--- src/rtl/button_pulse_conditioner.sv ---
// Conditions two raw pushbuttons ('1' on btn1_raw, '0' on btn0_raw) into clean
// single-cycle symbol pulses for the sequence-detector FSM.
// The datapath for each channel is: synchroniser -> debounce FSM with a
// stability counter -> one-shot.
// A final registered stage arbitrates presses accepted in the same cycle.
// Parameter legality (DEBOUNCE_CYCLES >= 2, 2**CNT_W > DEBOUNCE_CYCLES,
// SYNC_STAGES >= 2) is checked outside this module.
module button_pulse_conditioner #(
    parameter int DEBOUNCE_CYCLES = 1000000,
    parameter int CNT_W           = 20,
    parameter int SYNC_STAGES     = 2
) (
    input  logic clk,
    input  logic reset,
    input  logic btn1_raw,
    input  logic btn0_raw,
    output logic p1,
    output logic p0,
    output logic btn1_level,
    output logic btn0_level,
    output logic collision
);

    typedef enum logic [1:0] {
        RELEASED    = 2'd0,
        PRESS_CHK   = 2'd1,
        HELD        = 2'd2,
        RELEASE_CHK = 2'd3
    } chan_state_e;

    // The counter is compared against this value.
    // Reaching it while the input is still stable completes the level change.
    localparam logic [CNT_W-1:0] CNT_LAST = CNT_W'(DEBOUNCE_CYCLES - 1);
    localparam logic [CNT_W-1:0] CNT_ONE  = {{(CNT_W-1){1'b0}}, 1'b1};
    localparam logic [CNT_W-1:0] CNT_ZERO = {CNT_W{1'b0}};

    // Channel index 1 carries the '1' button and index 0 carries the '0' button.
    logic [1:0] raw_s;
    logic [1:0] accept_s;
    logic [1:0] level_s;

    assign raw_s = {btn1_raw, btn0_raw};

    for (genvar g = 0; g < 2; g++) begin : g_chan
        logic [SYNC_STAGES-1:0] sync_q;
        chan_state_e            state_q;
        logic [CNT_W-1:0]       cnt_q;
        logic                   level_q;
        logic                   stable_s;

        assign stable_s = sync_q[SYNC_STAGES-1];

        // Shift the asynchronous button through the synchroniser chain.
        always_ff @(posedge clk or posedge reset) begin
            if (reset) begin
                sync_q <= {SYNC_STAGES{1'b0}};
            end else begin
                sync_q <= {sync_q[SYNC_STAGES-2:0], raw_s[g]};
            end
        end

        // The debounce FSM updates the state, the stability counter and the registered level.
        always_ff @(posedge clk or posedge reset) begin
            if (reset) begin
                state_q <= RELEASED;
                cnt_q   <= CNT_ZERO;
                level_q <= 1'b0;
            end else begin
                case (state_q)
                    RELEASED: begin
                        level_q <= 1'b0;
                        if (stable_s) begin
                            state_q <= PRESS_CHK;
                            cnt_q   <= CNT_ONE;
                        end else begin
                            cnt_q   <= CNT_ZERO;
                        end
                    end
                    PRESS_CHK: begin
                        if (!stable_s) begin
                            state_q <= RELEASED;
                            cnt_q   <= CNT_ZERO;
                            level_q <= 1'b0;
                        end else if (cnt_q == CNT_LAST) begin
                            state_q <= HELD;
                            cnt_q   <= CNT_ZERO;
                            level_q <= 1'b1;
                        end else begin
                            cnt_q   <= cnt_q + CNT_ONE;
                            level_q <= 1'b0;
                        end
                    end
                    HELD: begin
                        level_q <= 1'b1;
                        if (!stable_s) begin
                            state_q <= RELEASE_CHK;
                            cnt_q   <= CNT_ONE;
                        end else begin
                            cnt_q   <= CNT_ZERO;
                        end
                    end
                    RELEASE_CHK: begin
                        if (stable_s) begin
                            state_q <= HELD;
                            cnt_q   <= CNT_ZERO;
                            level_q <= 1'b1;
                        end else if (cnt_q == CNT_LAST) begin
                            state_q <= RELEASED;
                            cnt_q   <= CNT_ZERO;
                            level_q <= 1'b0;
                        end else begin
                            cnt_q   <= cnt_q + CNT_ONE;
                            level_q <= 1'b1;
                        end
                    end
                    default: begin
                        state_q <= RELEASED;
                        cnt_q   <= CNT_ZERO;
                        level_q <= 1'b0;
                    end
                endcase
            end
        end

        // Acceptance is the cycle in which the FSM commits PRESS_CHK -> HELD.
        // The output stage registers it, so the pulse coincides with the rising level.
        assign accept_s[g] = (state_q == PRESS_CHK) && stable_s && (cnt_q == CNT_LAST);
        assign level_s[g]  = level_q;
    end

    logic p1_q;
    logic p0_q;
    logic collision_q;

    // Register the arbitrated pulses.
    // If both presses are accepted in the same cycle, both are dropped and a collision is flagged.
    always_ff @(posedge clk or posedge reset) begin
        if (reset) begin
            p1_q        <= 1'b0;
            p0_q        <= 1'b0;
            collision_q <= 1'b0;
        end else begin
            p1_q        <= accept_s[1] & ~accept_s[0];
            p0_q        <= accept_s[0] & ~accept_s[1];
            collision_q <= accept_s[1] & accept_s[0];
        end
    end

    assign p1         = p1_q;
    assign p0         = p0_q;
    assign collision  = collision_q;
    assign btn1_level = level_s[1];
    assign btn0_level = level_s[0];

endmodule
--- config.mk ---
export PLATFORM = sky130hd
export DESIGN_NAME = button_pulse_conditioner
export DESIGN_NICKNAME = d
export VERILOG_FILES = /design/src/rtl/button_pulse_conditioner.sv
export SDC_FILE = /design/constraint.sdc
export NUM_CORES = 1
export LEC_CHECK = 0
export BUFFER_PORTS_ARGS = -buffer_cell sky130_fd_sc_hd__buf_4
export CORE_ASPECT_RATIO = 0.6
export CORE_UTILIZATION = 45
export DETAILED_ROUTE_END_ITERATION = 10
export SLEW_MARGIN = 10
export SYNTH_ARGS = -nofsm -noshare
export SYNTH_HDL_FRONTEND = slang
export SYNTH_SLANG_ARGS = --single-unit
--- constraint.sdc ---
create_clock -name clk -period 2.5 [get_ports clk]
set_input_delay 0.5 -clock clk [delete_from_list [all_inputs] [get_ports clk]]
set_output_delay 0.5 -clock clk [all_outputs]
set_load 0.05 [all_outputs]
==> reports/qor.yml, run 1 <==
timing:
  relSlewSlack_pct: 56.5
  setup_viol: 0
  slew_violations: 0
  period_needed_ns: 2.17
  finalClockSkew_ns: 0.00945
  rsz0062_at_grt: "false"
  whs_ns: 0.293
  period_share_pct: 86.7
  tns_ns: 0
  hold_viol: 0
  max_freq_mhz: 462
  worst_pin_slew_ns: 0.653
  final.setup.worst_slack_ns: 0.334
critical_path:
  startpoint_type: "flip-flop"
  worstSetupEndpoint: "g_chan[1].cnt_q[18]$_DFF_PP0_"
  r2r_cells: 5
  endpoint_kind: "flip-flop"
  critPathKind: "reg2reg"
  critPathLaunch: "g_chan[1].cnt_q[0]$_DFF_PP0_"
  critical_path.max_fanout: 7
  rrSetupSlack_ns: 0.33
  cp_cell_sequence: "ha_1 -> nand2_1 -> or4_1 -> or4_1 -> a21oi_1"
  rr_endpoint: "g_chan[1].cnt_q[18]$_DFF_PP0_"
  reg2reg_from: "g_chan[1].cnt_q[0]$_DFF_PP0_"
  arrival_ns: 2.40
  slowest_stage: "or4_1"
  worstPathRequired_ns: 2.73
  max_stage_delay_ns: 0.68
  crit_top_cell: "or4_1"
drt:
  firstDrtPassIters: 4
  drt_wl_total_mm: 4.68
  drc: 0
  drt-initial-drc-count: 112
  vias_per_cell: 5.56
  num_vias: 1797
  wl_per_cell_um: 14.5
  ant_nets: 0
die:
  die_w_um: 98.0
  coreArea_um2: 5180
  initial_core_util_pct: 48.1
  die-area_um2: 5840
  fp.dieH_um: 59.6
  num_io_pins: 9
  rows: 20
placed_design:
  dp.cells: 316
  port_buffers: 8
  dp_hpwl_mm: 3.23
  gp_congestion: 0.805
  place_ws_ns: 0.359
logic_synthesis:
  avgSynthCellArea_um2: 10.1
  ys_seq_elements: 53
  ys.warnings.count: 0
  yosysTopAreaCellShare_pct: 53.3
  syn_nets: 252
  yosysSeqAreaShare_pct: 53.3
  synth_area_leader_cell: "dfrtp_1"
  syn_inst: 246
  synth_cell_type_count: 34
  synthTopCellsByArea: "dfrtp_1, xnor2_1, nor2_1, a21oi_1, nand3_1"
  syn_area_um2: 2490
cts:
  cts.reportedPaths.clkPinSlew_ns: 0.10
  tritoncts: "done"
  cts_buffers: 5
  htree_levels: 2
  cts_setup_buffers: 0
  hold_buffers: 0
  clock_sinks: 53
  cts-root-buf: "clkbuf_8"
  cts_resized: 0
  clk_latency_ns: 0.31
  cts_buffer_depth: 2
power_and_ir_drop:
  peakVddDrop_uv: 250
  power_per_cell_area_nw_per_um2: 524
  finalPower_mw: 1.43
  leakagePower_nw: 1.09
cells_and_area:
  fillers: 452
  drive_gt1_share_pct: 10.1
  syn_to_final_growth_pct: 9.55
  fin_cells: 323
  insertedDiodeCount: 0
  finalNetCount: 263
grt:
  overflow: 0
  grt_antenna_before_repair: 0
  grt_max_degree: 54
  grt_pass1_vias: 1676
  grt_pass1_wl_mm: 8.31
  grt_use_total_pct: 18.7
hold_path:
  hold_class: "in2reg"
job:
  drv_cap: 0
status:
  status: "finished clean"
==> layer usage <==
layer | track usage (%) | share of wire (%)
met5 | 0 | 0
met4 | 5.84 | 0.94
met3 | 4.48 | 5.0
met2 | 23.2 | 36
met1 | 30.4 | 58
==> area by class of cell <==
class                           instances  area, um^2  share of cell area, %
Clock buffer                            6        82.6                   3.03
Tap cell                               66        82.6                   3.03
Multi-Input combinational cell        174        1090                   39.9
Inverter                               12        45.0                   1.65
Timing Repair Buffer                   11        95.1                   3.49
Clock inverter                          1        7.51                  0.275
Sequential cell                        53        1330                   48.6
==> power breakdown <==
part	total, mW	switching, mW	internal, mW
Clock	0.499	0.279	0.220
Sequential	0.876	0.00942	0.866
Combinational	0.0551	0.0364	0.0186
==> worst max-delay path: cells and delay by family, from the launching register on <==
kind	cells	cell delay (ns)
and+or+nand+nor	3	1.33
DFF	1	0.40
adders and majority gates	1	0.21
AOI/OAI and AO/OA	1	0.15
==> cell families after synthesis <==
logic type / synth area share (%)
muxes: 1.81
xor gates and xnor gates: 8.09
buffers and inverters: 3.01
AOI/OAI and AO/OA: 9.30
and+or+nand+nor: 23.5
adders and majority gates: 1.00
DFF: 53.3
==> cell usage after synthesis <==
| cell type | count |
|---|---|
| o22ai_1 | 1 |
| nand3_2 | 1 |
| ha_1 | 2 |
| mux2_2 | 4 |
| clkbuf_1 | 4 |
| o31ai_1 | 7 |
| nor3_1 | 7 |
| nor2b_1 | 2 |
| and4_1 | 4 |
| a21oi_1 | 16 |
| nor4_1 | 5 |
| o31ai_4 | 1 |
| inv_1 | 12 |
| and2_1 | 1 |
| dfrtp_1 | 53 |
| or4_1 | 9 |
| a41o_1 | 1 |
| nand3_1 | 14 |
| xnor2_1 | 15 |
| and4b_1 | 1 |
| a21o_1 | 2 |
| nand4_1 | 6 |
| nand4b_1 | 1 |
| nor4b_1 | 1 |
| xor2_1 | 8 |
| or3_1 | 9 |
| buf_2 | 3 |
| nor2_1 | 29 |
| a31oi_1 | 1 |
| nand4_2 | 1 |
| nand3b_1 | 1 |
| o21ai_0 | 8 |
| nand2_1 | 13 |
| and3_1 | 3 |
==> state kept, by name, indices dropped and copies added, names as in the netlist, named ones only <==
name            cells
g_chan.cnt_q       40
g_chan.sync_q       4
g_chan.state_q      2
btn0_level          1
btn1_level          1
collision           1
p0                  1
p1                  1
==> cells in the final DEF (no fill, tap or decap), types with 2 or more instances in the layout <==
cell type  instances
a21o_1             2
nor3_1             7
o31ai_1            7
a21oi_1           16
nand3_1           14
xor2_1             8
nor2_1            29
clkbuf_8           6
buf_4             10
nor2b_1            2
nand2_1           13
mux2_2             4
o21ai_0            8
and4_1             4
or3_1              9
or4_1              9
ha_1               2
nand4_1            6
inv_1             11
xnor2_1           15
nor4_1             5
and3_1             3
dfrtp_1           53
==> stage by stage <==
| step | cell area (um^2) | utilization [%] |
|---|---|---|
| after floorplan | 2490 | - |
| after global placement | 2640 | 50.9 |
| after detailed placement | 2640 | 50.9 |
| after CTS | 2730 | 52.7 |
| after global routing | 2730 | 52.7 |
| final | 2730 | 52.7 |
==> worst min path at each step <==
stage	startpoint	end	slack, ns	cells past startpoint
floorplan	g_chan[0].sync_q[0]$_DFF_PP0_	g_chan[0].sync_q[1]$_DFF_PP0_	0.33	0
global placement	g_chan[0].sync_q[0]$_DFF_PP0_	g_chan[0].sync_q[1]$_DFF_PP0_	0.33	0
detailed placement	g_chan[1].sync_q[0]$_DFF_PP0_	g_chan[1].sync_q[1]$_DFF_PP0_	0.34	0
CTS	btn1_raw	g_chan[1].sync_q[0]$_DFF_PP0_	0.28	1
global route	btn0_raw	g_chan[0].sync_q[0]$_DFF_PP0_	0.27	1
finish	btn1_raw	g_chan[1].sync_q[0]$_DFF_PP0_	0.29	1
No activity file was read; power rests on OpenSTA's default activity.
==> run 2: changes to the inputs <==
Settings changed: CORE_UTILIZATION 45 to 61, MAX_ROUTING_LAYER set to met4, PLACE_DENSITY set to 0.79.
==> reports/qor.yml, run 2 (synthesis gave the netlist of run 1 again) <==
cts:
  cts_buffers: 5  # unchanged
  cts_buffer_depth: 2  # unchanged
  htree_levels: 2  # unchanged
  cts.reportedPaths.clkPinSlew_ns: 0.10  # about the same
  clk_latency_ns: 0.31  # about the same
  cts_resized: 0  # unchanged
  cts-root-buf: "clkbuf_8"
  tritoncts: "done"
  cts_setup_buffers: 0  # unchanged
  hold_buffers: 0  # unchanged
  clock_sinks: 53  # unchanged
cells_and_area:
  drive_gt1_share_pct: 10.1  # -0.039 points
  largest_register: "g_chan.cnt_q"
  finalNetCount: 263  # unchanged
  postLayoutCoreUtil_pct: 72.1  # +19 points
  largest_register_ffs: 40  # unchanged
  syn_to_final_growth_pct: 9.65  # about the same
  reg_top3: "g_chan.cnt_q (40), g_chan.sync_q (4), g_chan.state_q (2)"
  insertedDiodeCount: 0  # unchanged
  final_common_cell: "dfrtp_1"
  final_area_um2: 2730  # about the same
  most-common-layout-cells: "dfrtp_1, nor2_1, a21oi_1"
  fin_cells: 305  # -5.6%
  fillers: 279  # -38%
drt:
  drt_wl_total_mm: 4.84  # +3.4%
  num_vias: 1864  # +3.7%
  drc: 2  # +2
  ant_nets: 0  # unchanged
  vias_per_cell: 6.11  # +9.9%
  drt-initial-drc-count: 125  # +12%
  wl_per_cell_um: 15.9  # +9.5%
  firstDrtPassIters: 7  # +3
power_and_ir_drop:
  peakVddDrop_uv: 420  # +68%
  leakagePower_nw: 1.10  # +1.3%
  power_per_cell_area_nw_per_um2: 563  # +7.4%
  finalPower_mw: 1.54  # +7.5%
critical_path:
  critical_path.max_fanout: 7  # unchanged
  worstPathRequired_ns: 2.74  # about the same
  critPathKind: "reg2reg"
  r2r_cells: 5  # unchanged
  startpoint_type: "flip-flop"
  reg2reg_from: "g_chan[1].cnt_q[0]$_DFF_PP0_"
  rrSetupSlack_ns: 0.28  # -0.06 ns
  rr_endpoint: "g_chan[1].cnt_q[18]$_DFF_PP0_"
  arrival_ns: 2.46  # +0.06 ns
  endpoint_kind: "flip-flop"
grt:
  grt_antenna_before_repair: 0  # unchanged
  grt_use_total_pct: 27.5  # +8.9 points
  overflow: 0  # unchanged
  grt_pass1_vias: 1754  # +4.7%
  grt_max_degree: 32  # -41%
  grt_pass1_wl_mm: 8.60  # +3.6%
timing:
  whs_ns: 0.218  # -0.0753 ns
  period_needed_ns: 2.22  # +0.0558 ns
  worst_pin_slew_ns: 0.673  # +0.0196 ns
  hold_viol: 0  # unchanged
  finalClockSkew_ns: 0.00881  # -0.000642 ns
  relSlewSlack_pct: 54.8  # -1.7 points
  slew_violations: 0  # unchanged
  setup_viol: 0  # unchanged
  tns_ns: 0  # unchanged
  final.setup.worst_slack_ns: 0.278  # -0.0558 ns
  rsz0062_at_grt: "false"
  max_freq_mhz: 450  # -2.5%
  period_share_pct: 88.9  # +2.2 points
die:
  die-area_um2: 4350  # -26%
  initial_core_util_pct: 65.8  # +18 points
  die_w_um: 84.5  # -14%
  num_io_pins: 9  # unchanged
  fp.dieH_um: 51.5  # -14%
  rows: 17  # -15%
  coreArea_um2: 3790  # -27%
hold_path:
  hold_class: "in2async"
placed_design:
  port_buffers: 8  # unchanged
  dp.cells: 297  # -6.0%
  placed_area_um2: 2610  # -0.90%
  place_ws_ns: 0.343  # -0.0161 ns
  gp_congestion: 0.891  # +11%
  dp_hpwl_mm: 3.32  # +2.9%
status:
  violations: "DRC"
  status: "finished, violations left"
job:
  drv_cap: 0  # unchanged
[run 2: per-layer routing]
| layer | GRT usage (%) | wire length, um | up-vias |
|---|---|---|---|
| met2 | 37.7 | 1990 | 60 |
| li1 | - | - | 900 |
| met3 | 7.62 | 354 | 6 |
| met1 | 40.9 | 2450 | 898 |
| met5 | - | 0 | - |
| met4 | 6.78 | 42 | 0 |
[run 2: cell type report]
cell class | count | area (um^2) | share of cell area (%)
clock buffer | 7 | 86.3 | 3.16
clock inverter | 1 | 30.0 | 1.10
timing repair buffer | 11 | 95.1 | 3.48
sequential | 53 | 1330 | 48.6
tap | 47 | 58.8 | 2.15
multi-input combinational | 174 | 1090 | 39.9
inverter | 12 | 45.0 | 1.65
[run 2: where the power goes]
| group | total, mW | internal [mW] | switching, mW |
|---|---|---|---|
| clock network | 0.605 | 0.327 | 0.278 |
| registers | 0.876 | 0.866 | 0.0104 |
| logic | 0.0560 | 0.0188 | 0.0371 |
[run 2: worst max path at each step]
stage | start | end | slack (ns)
finish | g_chan[1].cnt_q[0]$_DFF_PP0_ | g_chan[1].cnt_q[18]$_DFF_PP0_ | 0.28
global placement | g_chan[1].cnt_q[0]$_DFF_PP0_ | g_chan[1].cnt_q[18]$_DFF_PP0_ | 0.46
floorplan | g_chan[1].cnt_q[0]$_DFF_PP0_ | g_chan[1].cnt_q[18]$_DFF_PP0_ | 0.51
detailed placement | g_chan[0].cnt_q[0]$_DFF_PP0_ | flip-flop | 0.34
global route | g_chan[1].cnt_q[0]$_DFF_PP0_ | g_chan[1].cnt_q[18]$_DFF_PP0_ | 0.13
CTS | g_chan[1].cnt_q[0]$_DFF_PP0_ | g_chan[1].cnt_q[18]$_DFF_PP0_ | 0.29
[run 2: worst max-delay path: stages (launching register included)]
cell,delay (ns)
dfrtp_1,0.41
ha_1,0.24
nand2_1,0.14
or4_1,0.67
or4_1,0.52
a21oi_1,0.16
